## src/rtl/muldiv_unit.sv

```systemverilog
// muldiv_unit: iterative multiply/divide unit for the HI/LO datapath.
// It runs one radix-2 iteration per clock, so an op takes WIDTH cycles.
// Multiply uses a shift-add loop. Divide uses a restoring loop.
// Both loops work on operand magnitudes, and the sign is fixed on the final edge.
// Ports:
//   i_clock, i_resetn   clock, async active-low reset
//   i_start, i_cancel   launch request / flush (cancel wins)
//   i_op                00 MULT, 01 MULTU, 10 DIV, 11 DIVU
//   i_a, i_b            multiplicand/dividend, multiplier/divisor
//   o_busy              high in RUN (pipeline stall)
//   o_done              one-cycle pulse when o_hi/o_lo update
//   o_dz                last completed op was a divide by zero
//   o_hi, o_lo          product high/low, or remainder/quotient
module muldiv_unit #(
  parameter int WIDTH = 32
) (
  input  logic             i_clock,
  input  logic             i_resetn,
  input  logic             i_start,
  input  logic             i_cancel,
  input  logic [1:0]       i_op,
  input  logic [WIDTH-1:0] i_a,
  input  logic [WIDTH-1:0] i_b,
  output logic             o_busy,
  output logic             o_done,
  output logic             o_dz,
  output logic [WIDTH-1:0] o_hi,
  output logic [WIDTH-1:0] o_lo
);
  localparam int CW = $clog2(WIDTH + 1);

  typedef enum logic [1:0] {S_IDLE, S_RUN, S_DONE} state_t;

  state_t           r_state;
  logic [CW-1:0]    r_count;
  logic             r_div;    // latched op is a divide
  logic             r_neg_q;  // negate product / quotient
  logic             r_neg_r;  // negate remainder (dividend sign)
  logic             r_bz;     // divisor was zero
  logic [WIDTH-1:0] r_acc;    // product high half / partial remainder
  logic [WIDTH-1:0] r_lo;     // multiplier bits / dividend bits -> quotient
  logic [WIDTH-1:0] r_b;      // multiplicand / divisor magnitude
  logic [WIDTH-1:0] r_hi, r_lo_out;
  logic             r_dz;

  // Operand magnitudes at launch. Unsigned ops (op[0]=1) never negate.
  logic             w_a_neg, w_b_neg;
  logic [WIDTH-1:0] w_a_mag, w_b_mag;
  assign w_a_neg = ~i_op[0] & i_a[WIDTH-1];
  assign w_b_neg = ~i_op[0] & i_b[WIDTH-1];
  assign w_a_mag = w_a_neg ? -i_a : i_a;
  assign w_b_mag = w_b_neg ? -i_b : i_b;

  // One iteration of either loop.
  logic [WIDTH:0]   w_sum, w_shl, w_diff;
  logic [WIDTH-1:0] w_acc_nxt, w_lo_nxt;
  assign w_sum  = {1'b0, r_acc} + {1'b0, (r_lo[0] ? r_b : '0)};
  assign w_shl  = {r_acc, r_lo[WIDTH-1]};
  assign w_diff = w_shl - {1'b0, r_b};

  always_comb begin
    w_acc_nxt = r_acc;
    w_lo_nxt  = r_lo;
    if (r_div) begin
      // The shifted remainder is always below 2*divisor, so the restored or
      // subtracted value fits in WIDTH bits.
      if (!w_diff[WIDTH]) begin
        w_acc_nxt = w_diff[WIDTH-1:0];
        w_lo_nxt  = {r_lo[WIDTH-2:0], 1'b1};
      end else begin
        w_acc_nxt = w_shl[WIDTH-1:0];
        w_lo_nxt  = {r_lo[WIDTH-2:0], 1'b0};
      end
    end else begin
      // Add, then shift the {acc, lo} pair right by one. The carry enters acc[W-1].
      w_acc_nxt = w_sum[WIDTH:1];
      w_lo_nxt  = {w_sum[0], r_lo[WIDTH-1:1]};
    end
  end

  // Sign fix-up of the value the last iteration produces.
  logic [2*WIDTH-1:0] w_prod, w_prod_fix;
  logic [WIDTH-1:0]   w_quo_fix, w_rem_fix;
  assign w_prod     = {w_acc_nxt, w_lo_nxt};
  assign w_prod_fix = r_neg_q ? -w_prod : w_prod;
  // Divide by zero: the loop leaves |a| as the remainder, and the dividend
  // sign restores a. The quotient is forced to all ones regardless of sign.
  assign w_quo_fix  = r_bz ? '1 : (r_neg_q ? -w_lo_nxt : w_lo_nxt);
  assign w_rem_fix  = r_neg_r ? -w_acc_nxt : w_acc_nxt;

  always_ff @(posedge i_clock or negedge i_resetn) begin
    if (!i_resetn) begin
      r_state  <= S_IDLE;
      r_count  <= '0;
      r_div    <= 1'b0;
      r_neg_q  <= 1'b0;
      r_neg_r  <= 1'b0;
      r_bz     <= 1'b0;
      r_acc    <= '0;
      r_lo     <= '0;
      r_b      <= '0;
      r_hi     <= '0;
      r_lo_out <= '0;
      r_dz     <= 1'b0;
    end else begin
      case (r_state)
        S_RUN: begin
          if (i_cancel) begin
            r_state <= S_IDLE;
          end else begin
            r_acc   <= w_acc_nxt;
            r_lo    <= w_lo_nxt;
            r_count <= r_count - CW'(1);
            if (r_count == CW'(1)) begin
              r_state <= S_DONE;
              r_dz    <= r_div & r_bz;
              if (r_div) begin
                r_hi     <= w_rem_fix;
                r_lo_out <= w_quo_fix;
              end else begin
                r_hi     <= w_prod_fix[2*WIDTH-1:WIDTH];
                r_lo_out <= w_prod_fix[WIDTH-1:0];
              end
            end
          end
        end
        default: begin  // IDLE and DONE both accept a new launch
          if (i_start && !i_cancel) begin
            r_state <= S_RUN;
            r_count <= CW'(WIDTH);
            r_div   <= i_op[1];
            r_neg_q <= w_a_neg ^ w_b_neg;
            r_neg_r <= w_a_neg;
            r_bz    <= i_op[1] & (i_b == '0);
            r_acc   <= '0;
            r_lo    <= w_a_mag;
            r_b     <= w_b_mag;
          end else begin
            r_state <= S_IDLE;
          end
        end
      endcase
    end
  end

  assign o_busy = (r_state == S_RUN);
  assign o_done = (r_state == S_DONE);
  assign o_dz   = r_dz;
  assign o_hi   = r_hi;
  assign o_lo   = r_lo_out;

endmodule

```

## config.mk

```make
export PLATFORM = sky130hd
export DESIGN_NAME = muldiv_unit
export DESIGN_NICKNAME = d
export VERILOG_FILES = /design/src/rtl/muldiv_unit.sv
export SDC_FILE = /design/constraint.sdc
export NUM_CORES = 1
export LEC_CHECK = 0
export ABC_AREA = 1
export CELL_PAD_IN_SITES_DETAIL_PLACEMENT = 0
export CELL_PAD_IN_SITES_GLOBAL_PLACEMENT = 2
export CORE_ASPECT_RATIO = 0.9
export CORE_MARGIN = 2
export CORE_UTILIZATION = 29
export CTS_CLUSTER_DIAMETER = 60
export DETAILED_ROUTE_END_ITERATION = 8
export GPL_TIMING_DRIVEN = 0
export HOLD_SLACK_MARGIN = 0.1
export PLACE_DENSITY_LB_ADDON = 0.1
export SLEW_MARGIN = 30
export SYNTH_ARGS = -nofsm -noshare
export SYNTH_HDL_FRONTEND = slang
export SYNTH_SLANG_ARGS = --single-unit
```

## constraint.sdc

```tcl
create_clock -name i_clock -period 3.98 [get_ports i_clock]
set_input_delay 0.995 -clock i_clock [delete_from_list [all_inputs] [get_ports i_clock]]
set_output_delay 0.995 -clock i_clock [all_outputs]
set_load 0.02 [all_outputs]
```

# Word-level counts from Yosys, hierarchy flattened

Cells that the tools add are included.

Output and inout port bits: 67
Memory bits (writable): 0
Register bits: 173
Latch bits: 0
Memories: 0
Bits of input ports: 70
Word-level logic and storage cells: 66
Memory bits (read-only): 0

$mul: 0
Multiplexer cells: 26
Divide/modulo/power cells: 0
Equal/unequal tests: 5
Reduce and logical (&&, ||, !) cells: 7
Shifts and indexed selects: 0
Order comparisons: 0
Add/sub/neg operators: 8
Bitwise logic cells: 8

Operators with widths:

| operator            | number |
|---|---|
| $mux 32             | 17 |
| $neg 32->32         | 4 |
| $mux 64             | 1 |
| $neg 64->64         | 1 |
| $add 32x32->33      | 1 |
| $sub 33x32->33      | 1 |
| $logic_not 32->1    | 1 |
| $mux 6              | 3 |
| $eq 6x1->1 const B  | 1 |
| $mux 2              | 3 |
| $sub 6x1->6 const B | 1 |
| $and 1x1->1         | 4 |
| $reduce_and 2->1    | 2 |
| $ne 3x2->1 const B  | 1 |
| $not 1->1           | 3 |
| $reduce_and 3->1    | 1 |
| $eq 2x1->1 const B  | 1 |
| $eq 2x2->1 const B  | 1 |
| $mux 1              | 2 |
| $ne 2x2->1 const B  | 1 |
| $reduce_bool 2->1   | 1 |
| $logic_and 1x1->1   | 1 |
| $logic_not 1->1     | 1 |
| $xor 1x1->1         | 1 |

# Longest topological paths before layout

Gate-level depths: netlist of run 1.

Depth after elaboration: 7
Mapped depth: 33
Depth with buffers taken out: 33

# Worst setup path before layout of run 1

OpenSTA, ideal clock, no wires.

Path type: register to register
From: register r_lo[31]
To: register r_hi[8], in the netlist o_hi[8]
Path buffers: 0
Cell stages (with the launch flop): 33
Data required time: 3852 ps
Data arrival time: 3717 ps
Setup time: 128 ps
Clock period less this slack: 3844 ps
Setup slack: 136 ps
Cell sequence: dfrtp_1 -> inv_1 -> ha_1 -> inv_1 -> fa_1 -> nand2_1 -> nand2_1 -> nand3_1 -> nand2_2 -> nand2_1 -> nand2_2 -> nand2_2 -> nand2_2 -> nand2_2 -> nand2_4 -> a21boi_4 -> ha_1 -> nand3_1 -> nor2_1 -> nand3_1 -> nor2_1 -> nand2_1 -> nor2_4 -> nand3_2 -> nor2_2 -> nand3_1 -> nand2_1 -> nand2_1 -> inv_1 -> o21ai_0 -> nand2_1 -> xor2_1 -> o21ai_0

Longest elaborated chain between the ends: 6
Elaborated cells on any way between the ends: 10
Those cells by class: add/sub: 3; mux: 7

RTL lines:

| element                                    | RTL line | source |
|---|---|---|
| from (decl)                                | 41       | `logic [WIDTH-1:0] r_lo;` |
| from (signal assigned)                     | 112      | `r_lo <= w_lo_nxt;` |
| from (signal assigned)                     | 136      | `r_lo <= w_a_mag;` |
| $sub 33x32->33                             | 59       | `assign w_diff = w_shl - {1'b0, r_b};` |
| $mux 1 or $mux 32 (tied branches)          | 67       | `if (!w_diff[WIDTH]) begin` |
| $mux 32                                    | 64       | `if (r_div) begin` |
| $neg 64->64 or $neg 32->32 (tied branches) | 85, 89   |  |
| $mux 64 or $mux 32 (tied branches)         | 85, 89   |  |
| $mux 32 *                                  | 117      | `if (r_div) begin` |
| to (signal assigned)                       | 118      | `r_hi <= w_rem_fix;` |
| to (signal assigned)                       | 121      | `r_hi <= w_prod_fix[2*WIDTH-1:WIDTH];` |
| to (decl)                                  | 43       | `logic [WIDTH-1:0] r_hi, r_lo_out;` |

Every way passes the cells marked *; elsewhere a longest branch is shown, timed or not.
A chain may end at the register's enable or synchronous reset.

# Worst setup path in the final report of run 1

From: register r_b[24]
To: register r_hi[20], in the netlist o_hi[20]

Longest elaborated chain between the ends: 6
Elaborated cells on any way between the ends: 10
Those cells by class: add/sub: 3; mux: 7

RTL lines:

| element                                    | RTL line | source |
|---|---|---|
| from (decl)                                | 42       | `logic [WIDTH-1:0] r_b;` |
| from (signal assigned)                     | 137      | `r_b <= w_b_mag;` |
| $sub 33x32->33 *                           | 59       |  |
| $mux 1 or $mux 32 (tied branches)          | 67       |  |
| $mux 32                                    | 64       |  |
| $neg 64->64 or $neg 32->32 (tied branches) | 85, 89   |  |
| $mux 64 or $mux 32 (tied branches)         | 85, 89   |  |
| $mux 32 *                                  | 117      |  |

Marks and branches as above.

==> results.sh, run 1 <==
export IMPL_outcome="finished, violations left"
export IMPL_violations="negative setup slack"
export IMPL_setup_viol=14
export IMPL_nFillCells=6337
export IMPL_viasPerCell=5.010
export IMPL_grtUsageTotal_pct=26.13
export IMPL_nets=3056
export IMPL_synth_edf_count=0
export IMPL_crit_buf_inv=4
export IMPL_ant_nets=0
export IMPL_clockBufferDepth=2
export IMPL_fin_area_um2=20690
export IMPL_wl_um=77040
export IMPL_ir_worst_vdd_mv=0.4718
export IMPL_worst_path_most_repeated_cell="nand2_1"
export IMPL_htreeDepth=4
export IMPL_cts_hold_buffers=0
export IMPL_arrival_ns=4.52
export IMPL_io_buffers=136
export IMPL_detail_route_iter0_violations=1612
export IMPL_worstMarginPinSlew_ns=0.9272
export IMPL_start_util_pct=29.16
export IMPL_slowest_stage="dfrtp_2"
export IMPL_period_needed_ns=4.137
export IMPL_ys_seq_area_share_pct=26.18
export IMPL_root_buffer="clkbuf_16"
export IMPL_dieWidth_um=255.7
export IMPL_avgSynthCellArea_um2=6.110
export IMPL_crit_path_start_kind="flop"
export IMPL_rsz0062_at_grt="true"
export IMPL_clkLatencyLatePin_ns=0.50
export IMPL_cts_tree="done"
export IMPL_dp_hpwl_um=62550
export IMPL_yosys_most_used_dff="dfrtp_1"
export IMPL_worstSetupEndpointType="flop"
export IMPL_syn_area_um2=16530
export IMPL_clock_skew_ns=0.01977
export IMPL_area_growth_pct=25.12
export IMPL_cap_violations=0
export IMPL_grt_pass1_wl_um=114300
export IMPL_timing_rr_start="r_b[24]$_DFFE_PN0P_"
export IMPL_io_pins=137
export IMPL_crit_start="r_b[24]$_DFFE_PN0P_"
export IMPL_p_per_area_nw_per_um2=856.4
export IMPL_wl_per_cell_um=20.87
export IMPL_fin_crit_sh_pct=103.9
export IMPL_cp_required_ns=4.36
export IMPL_yosysWarnings=0
export IMPL_critPathKind="flop to flop"
export IMPL_synth_seq_cells=173
export IMPL_hold_viol=0
export IMPL_place_area_um2=18910
export IMPL_grt_pass1_vias=17690
export IMPL_async_flop_share_pct=100.0
export IMPL_gp_congestion=0.9127
export IMPL_relSlewSlack_pct=37.54
export IMPL_die_area_um2=58940
export IMPL_num_vias=18500
export IMPL_dr_pass1_iters=7
export IMPL_synth_nets=2848
export IMPL_min_path_type="primary input to async pin"
export IMPL_die_h_um=230.5
export IMPL_drive_gt1_share_pct=12.37
export IMPL_row_count=83
export IMPL_synth_distinct_cells=53
export IMPL_cp_max_fo=7
export IMPL_worst_slack_ns=-0.1565
export IMPL_p_leak_nw=10.07
export IMPL_max_clock_freq_mhz=241.7
export IMPL_crit_path_max_incr_delay_ns=0.46
export IMPL_grt_max_degree=69
export IMPL_coreArea_um2=56700
export IMPL_crit_family="simple AND/OR/NAND/NOR gates"
export IMPL_overflow=0
export IMPL_cts_sinks=173
export IMPL_synthCells=2706
export IMPL_fin_tns_setup_ns=-1.351
export IMPL_antenna_found_initial=0
export IMPL_n_antenna_cell=0
export IMPL_drc=0
export IMPL_slew_violations=0
export IMPL_clk_pin_slew_ns=0.07
export IMPL_cts_buffers=17
repair_timing:
action / in CTS / in global routing
gates resized for setup: 113 / 89
setup buffers: 33 / 22
pin swaps: 27 / 44
setup endpoints to repair: 41 / 42
cells by family after synthesis:
kind of cell             count (synthesis)  synth area share, %
buffers and inverters                  474                11.19
AO/OA/AOI/OAI                          430                14.80
AND/OR/NAND/NOR                       1480                38.21
flip-flops                             173                26.18
adder cells (fa/ha/maj)                 72                5.539
XOR/XNOR                                77                4.079
metrics by stage:
| stage | hold slack (ns) | utilization [%] | worst slack, ns | power, W | cells |
|---|---|---|---|---|---|
| floorplan | 0.4492 | - | 0.1355 | 0.01035 | 2706 |
| global placement | 0.4654 | 33.25 | -5.962 | 0.01463 | 3607 |
| detailed placement | 0.4688 | 33.36 | -1.162 | 0.01464 | 3609 |
| CTS | 0.3940 | 35.56 | -0.2159 | 0.01709 | 3672 |
| global route | 0.4222 | 36.48 | -0.3718 | 0.01915 | 3692 |
| finish | 0.4001 | 36.48 | -0.1565 | 0.01772 | 3692 |
sequential cells by signal (all words and copies together) (netlist names):
signal	cells
r_count	6
r_b	32
r_state	2
o_dz	1
r_bz	1
r_div	1
r_neg_r	1
o_hi	32
r_lo	32
r_acc	32
r_neg_q	1
o_lo	32
path summary, 6_finish.rpt:
path / slack [ns] / endpoint / cells past startpoint
worst min-delay path: 0.40 / o_hi[17]$_DFFE_PN0P_ / 1
worst max register to register: -0.16 / o_hi[20]$_DFFE_PN0P_ / 30
worst min register to register: 0.47 / o_hi[18]$_DFFE_PN0P_ / 2
max in group asynchronous: 2.50 / r_b[18]$_DFFE_PN0P_ / 3
min in group i_clock: 0.47 / o_hi[18]$_DFFE_PN0P_ / 2
worst max-delay path: -0.16 / o_hi[20]$_DFFE_PN0P_ / 30
worst register-to-register path, delay by kind of cell (launching register included):
family / cells / cell delay [ns]
and+or+nand+nor: 21 / 2.14
adders and majority gates: 2 / 0.49
AOI/OAI and AO/OA: 3 / 0.47
DFF: 1 / 0.46
buffers and inverters: 4 / 0.45
layout by cell type (no fill, tap or decap), types with 22 or more instances in the layout:
cell type	n
clkbuf_1	48
clkdlybuf4s50_1	135
xnor2_1	26
nand3_1	181
nor2_1	250
buf_4	54
o21ai_0	179
a21oi_1	91
o22ai_1	36
ha_4	22
xor2_1	48
nand3_2	22
dfrtp_2	30
ha_1	47
nand2_2	54
dfrtp_1	143
nor3_1	42
a31oi_1	23
inv_1	367
nand2_1	810
final cells by class:
class | count | area (um^2) | area share (%)
inverter | 391 | 1475 | 7.131
clock buffer | 17 | 425.4 | 2.056
tap | 765 | 957.2 | 4.627
multi-input combinational | 2059 | 11060 | 53.46
timing repair buffer | 192 | 1851 | 8.945
buffer | 80 | 379.1 | 1.833
clock inverter | 15 | 173.9 | 0.8407
sequential | 173 | 4367 | 21.11
Yosys cell counts, types with 26 or more instances:
cell type	n	share of area [%]
ha_1	70	5.3
inv_1	377	8.6
a21oi_1	99	3.0
xor2_1	51	2.7
dfrtp_1	173	26
nand3_1	199	6.0
xnor2_1	26	1.4
o22ai_1	36	1.4
nor3_1	43	1.3
nand2_1	843	19
o21ai_0	192	5.8
nand2_2	29	1.1
nor2_1	261	5.9
clkbuf_1	55	1.2
routing by layer:
metal  routed length (um)  up-vias  track usage [%]
li1                     -     9107                -
met4                 1284        0            5.775
met5                    0        -                0
met1                38350     8803            38.79
met2                33070      530            39.90
met3                 4327       56            3.656
where the power goes:
part	leakage, nW	internal [W]	switching [W]
Combinational	7.64	0.00434	0.00841
Sequential	2.14	0.00243	0.000786
Clock	0.290	0.000843	0.000899
Total	10.1	0.00762	0.0101
(Power assumes the default switching activity.)
==> run 2: changes to the inputs <==
--- a/config.mk
+++ b/config.mk
@@ -10,9 +10,10 @@
 export CELL_PAD_IN_SITES_GLOBAL_PLACEMENT = 2
 export CORE_ASPECT_RATIO = 0.9
 export CORE_MARGIN = 2
-export CORE_UTILIZATION = 29
+export CORE_UTILIZATION = 32
 export CTS_CLUSTER_DIAMETER = 60
 export DETAILED_ROUTE_END_ITERATION = 8
+export DONT_BUFFER_PORTS = 1
 export GPL_TIMING_DRIVEN = 0
 export HOLD_SLACK_MARGIN = 0.1
 export PLACE_DENSITY_LB_ADDON = 0.1
==> constraint.sdc (replaced) <==
create_clock -name i_clock -period 3.98 [get_ports i_clock]
set_input_delay 0.995 -clock i_clock [delete_from_list [all_inputs] [get_ports i_clock]]
set_output_delay 0.995 -clock i_clock [all_outputs]
set_load 0.05 [all_outputs]
==> run 2 against run 1 <==
Cell area shrank 6.4%. Largest power group unchanged. Via count fell by 2.6%. Combinational power decreased by 7%. The run still ends with negative setup slack left. Global-route usage is 1.6 points higher. Largest cell class unchanged.
==> results.sh, run 2 (synthesis results as in run 1) <==
export IMPL_ant_nets=0
export IMPL_ir_worst_vdd_mv=0.4840
export IMPL_worstMarginPinSlew_ns=0.9071
export IMPL_min_path_type="primary input to async pin"
export IMPL_clkLatencyLatePin_ns=0.50
export IMPL_drive_gt1_share_pct=13.96
export IMPL_violations="negative setup slack"
export IMPL_r2r_slack_ns=-0.06
export IMPL_critPathKind="flop to flop"
export IMPL_timing_rr_start="r_b[18]$_DFFE_PN0P_"
export IMPL_p_per_area_nw_per_um2=926.6
export IMPL_slew_violations=0
export IMPL_cts_hold_buffers=0
export IMPL_coreArea_um2=51400
export IMPL_wl_per_cell_um=21.33
export IMPL_max_clock_freq_mhz=247.4
export IMPL_grt_pass1_vias=17190
export IMPL_slowest_stage="dfrtp_2"
export IMPL_cts_buffers=17
export IMPL_n_antenna_cell=0
export IMPL_worstReg2RegEnd="o_hi[22]$_DFFE_PN0P_"
export IMPL_cp_required_ns=4.35
export IMPL_htreeDepth=4
export IMPL_fin_area_um2=19370
export IMPL_io_buffers=0
export IMPL_total_power_w=0.01795
export IMPL_placed_cells=3394
export IMPL_rsz0062_at_grt="true"
export IMPL_place_area_um2=17400
export IMPL_outcome="finished, violations left"
export IMPL_cap_violations=0
export IMPL_dr_pass1_iters=5
export IMPL_clock_skew_ns=0.02367
export IMPL_dieWidth_um=243.6
export IMPL_gp_congestion=0.9420
export IMPL_cts_tree="done"
export IMPL_worst_path_most_repeated_cell="nand2_1"
export IMPL_dp_hpwl_um=59990
export IMPL_final_cell_mix="796 x nand2_1, 364 x inv_1, 246 x nor2_1"
export IMPL_setup_viol=5
export IMPL_instances_no_fill=3488
export IMPL_cp_max_fo=5
export IMPL_area_growth_pct=17.12
export IMPL_worstSetupEndpointType="flop"
export IMPL_cts_sinks=173
export IMPL_detail_route_iter0_violations=1435
export IMPL_p_leak_nw=9.560
export IMPL_rr_worst_depth=32
export IMPL_grtUsageTotal_pct=27.78
export IMPL_drc=0
export IMPL_crit_path_max_incr_delay_ns=0.46
export IMPL_viasPerCell=5.163
export IMPL_grt_pass1_wl_um=109300
export IMPL_start_util_pct=32.17
export IMPL_antenna_found_initial=1
export IMPL_arrival_ns=4.41
export IMPL_die_area_um2=53510
export IMPL_crit_path_start_kind="flop"
export IMPL_grt_max_degree=174
export IMPL_overflow=0
export IMPL_clockBufferDepth=2
export IMPL_io_pins=137
export IMPL_die_h_um=219.6
export IMPL_root_buffer="clkbuf_16"
export IMPL_fin_crit_sh_pct=101.5
export IMPL_whs_ns=0.2372
export IMPL_row_count=79
export IMPL_nets=2929
export IMPL_wl_um=74390
export IMPL_relSlewSlack_pct=38.89
export IMPL_num_vias=18010
export IMPL_final_common_cell="nand2_1"
export IMPL_clk_pin_slew_ns=0.07
export IMPL_period_needed_ns=4.041
export IMPL_hold_viol=0
export IMPL_worst_slack_ns=-0.06143
run 2: stage by stage:
step / util, % / setup slack [ns] / TNS (ns)
6_report: 37.68 / -0.06143 / -0.1748
5_1_grt: 37.68 / -0.3302 / -3.387
4_1_cts: 36.16 / -0.1700 / -1.593
3_5_place_dp: 33.85 / -1.053 / -21.22
3_3_place_gp: 33.84 / -1.042 / -20.94
2_1_floorplan: - / 0.1355 / 0
run 2: cell type report:
type	instances	area, um^2
fillers	5770	32030
clock inverters	13	106.4
clock buffers	19	442.9
plain buffers	82	392.9
inverters	391	1483
repair buffers	63	525.5
multi-input cells	2059	11190
flip-flops and latches	173	4369
well taps	688	860.8
run 2: worst max-delay path by stage:
stage | start | slack (ns) | to | cells after the start
2_1_floorplan | r_lo[31]$_DFFE_PN0P_ | 0.14 | o_hi[8]$_DFFE_PN0P_ | 32
3_3_place_gp | r_lo[31]$_DFFE_PN0P_ | -1.04 | o_hi[8]$_DFFE_PN0P_ | 32
3_5_place_dp | r_lo[31]$_DFFE_PN0P_ | -1.05 | o_hi[8]$_DFFE_PN0P_ | 32
4_1_cts | r_lo[31]$_DFFE_PN0P_ | -0.17 | o_hi[22]$_DFFE_PN0P_ | 33
5_1_grt | r_b[17]$_DFFE_PN0P_ | -0.33 | o_hi[30]$_DFFE_PN0P_ | 32
6_report | r_b[18]$_DFFE_PN0P_ | -0.06 | o_hi[22]$_DFFE_PN0P_ | 32
run 2: timing repair:
action                                  CTS  global route
buffers inserted                         34            30
endpoints found under the setup margin   39            33
resized for setup                       101           143
pin swaps                                29            43
run 2: per-layer routing:
metal  up-vias  global-route usage, %  part of all wire, %
met5         -                      0                    0
li1       8849                      -                    -
met3        78                  6.954                  6.7
met2       503                  42.43                   43
met1      8580                  38.94                   48
met4         0                  7.236                  2.3
run 2: power by group:
group | leakage (nW) | switching (W) | internal, W
Sequential | 2.14 | 0.00197 | 0.00241
Combinational | 7.16 | 0.00792 | 0.00399
Clock | 0.267 | 0.000831 | 0.000827
run 2: worst max-delay path: cells and delay by family (launching register included):
kind | cells | cell delay, ns
AND/OR/NAND/NOR | 24 | 2.33
flip-flops | 1 | 0.46
buffers and inverters | 4 | 0.41
adder cells (fa/ha/maj) | 2 | 0.40
AO/OA/AOI/OAI | 2 | 0.33
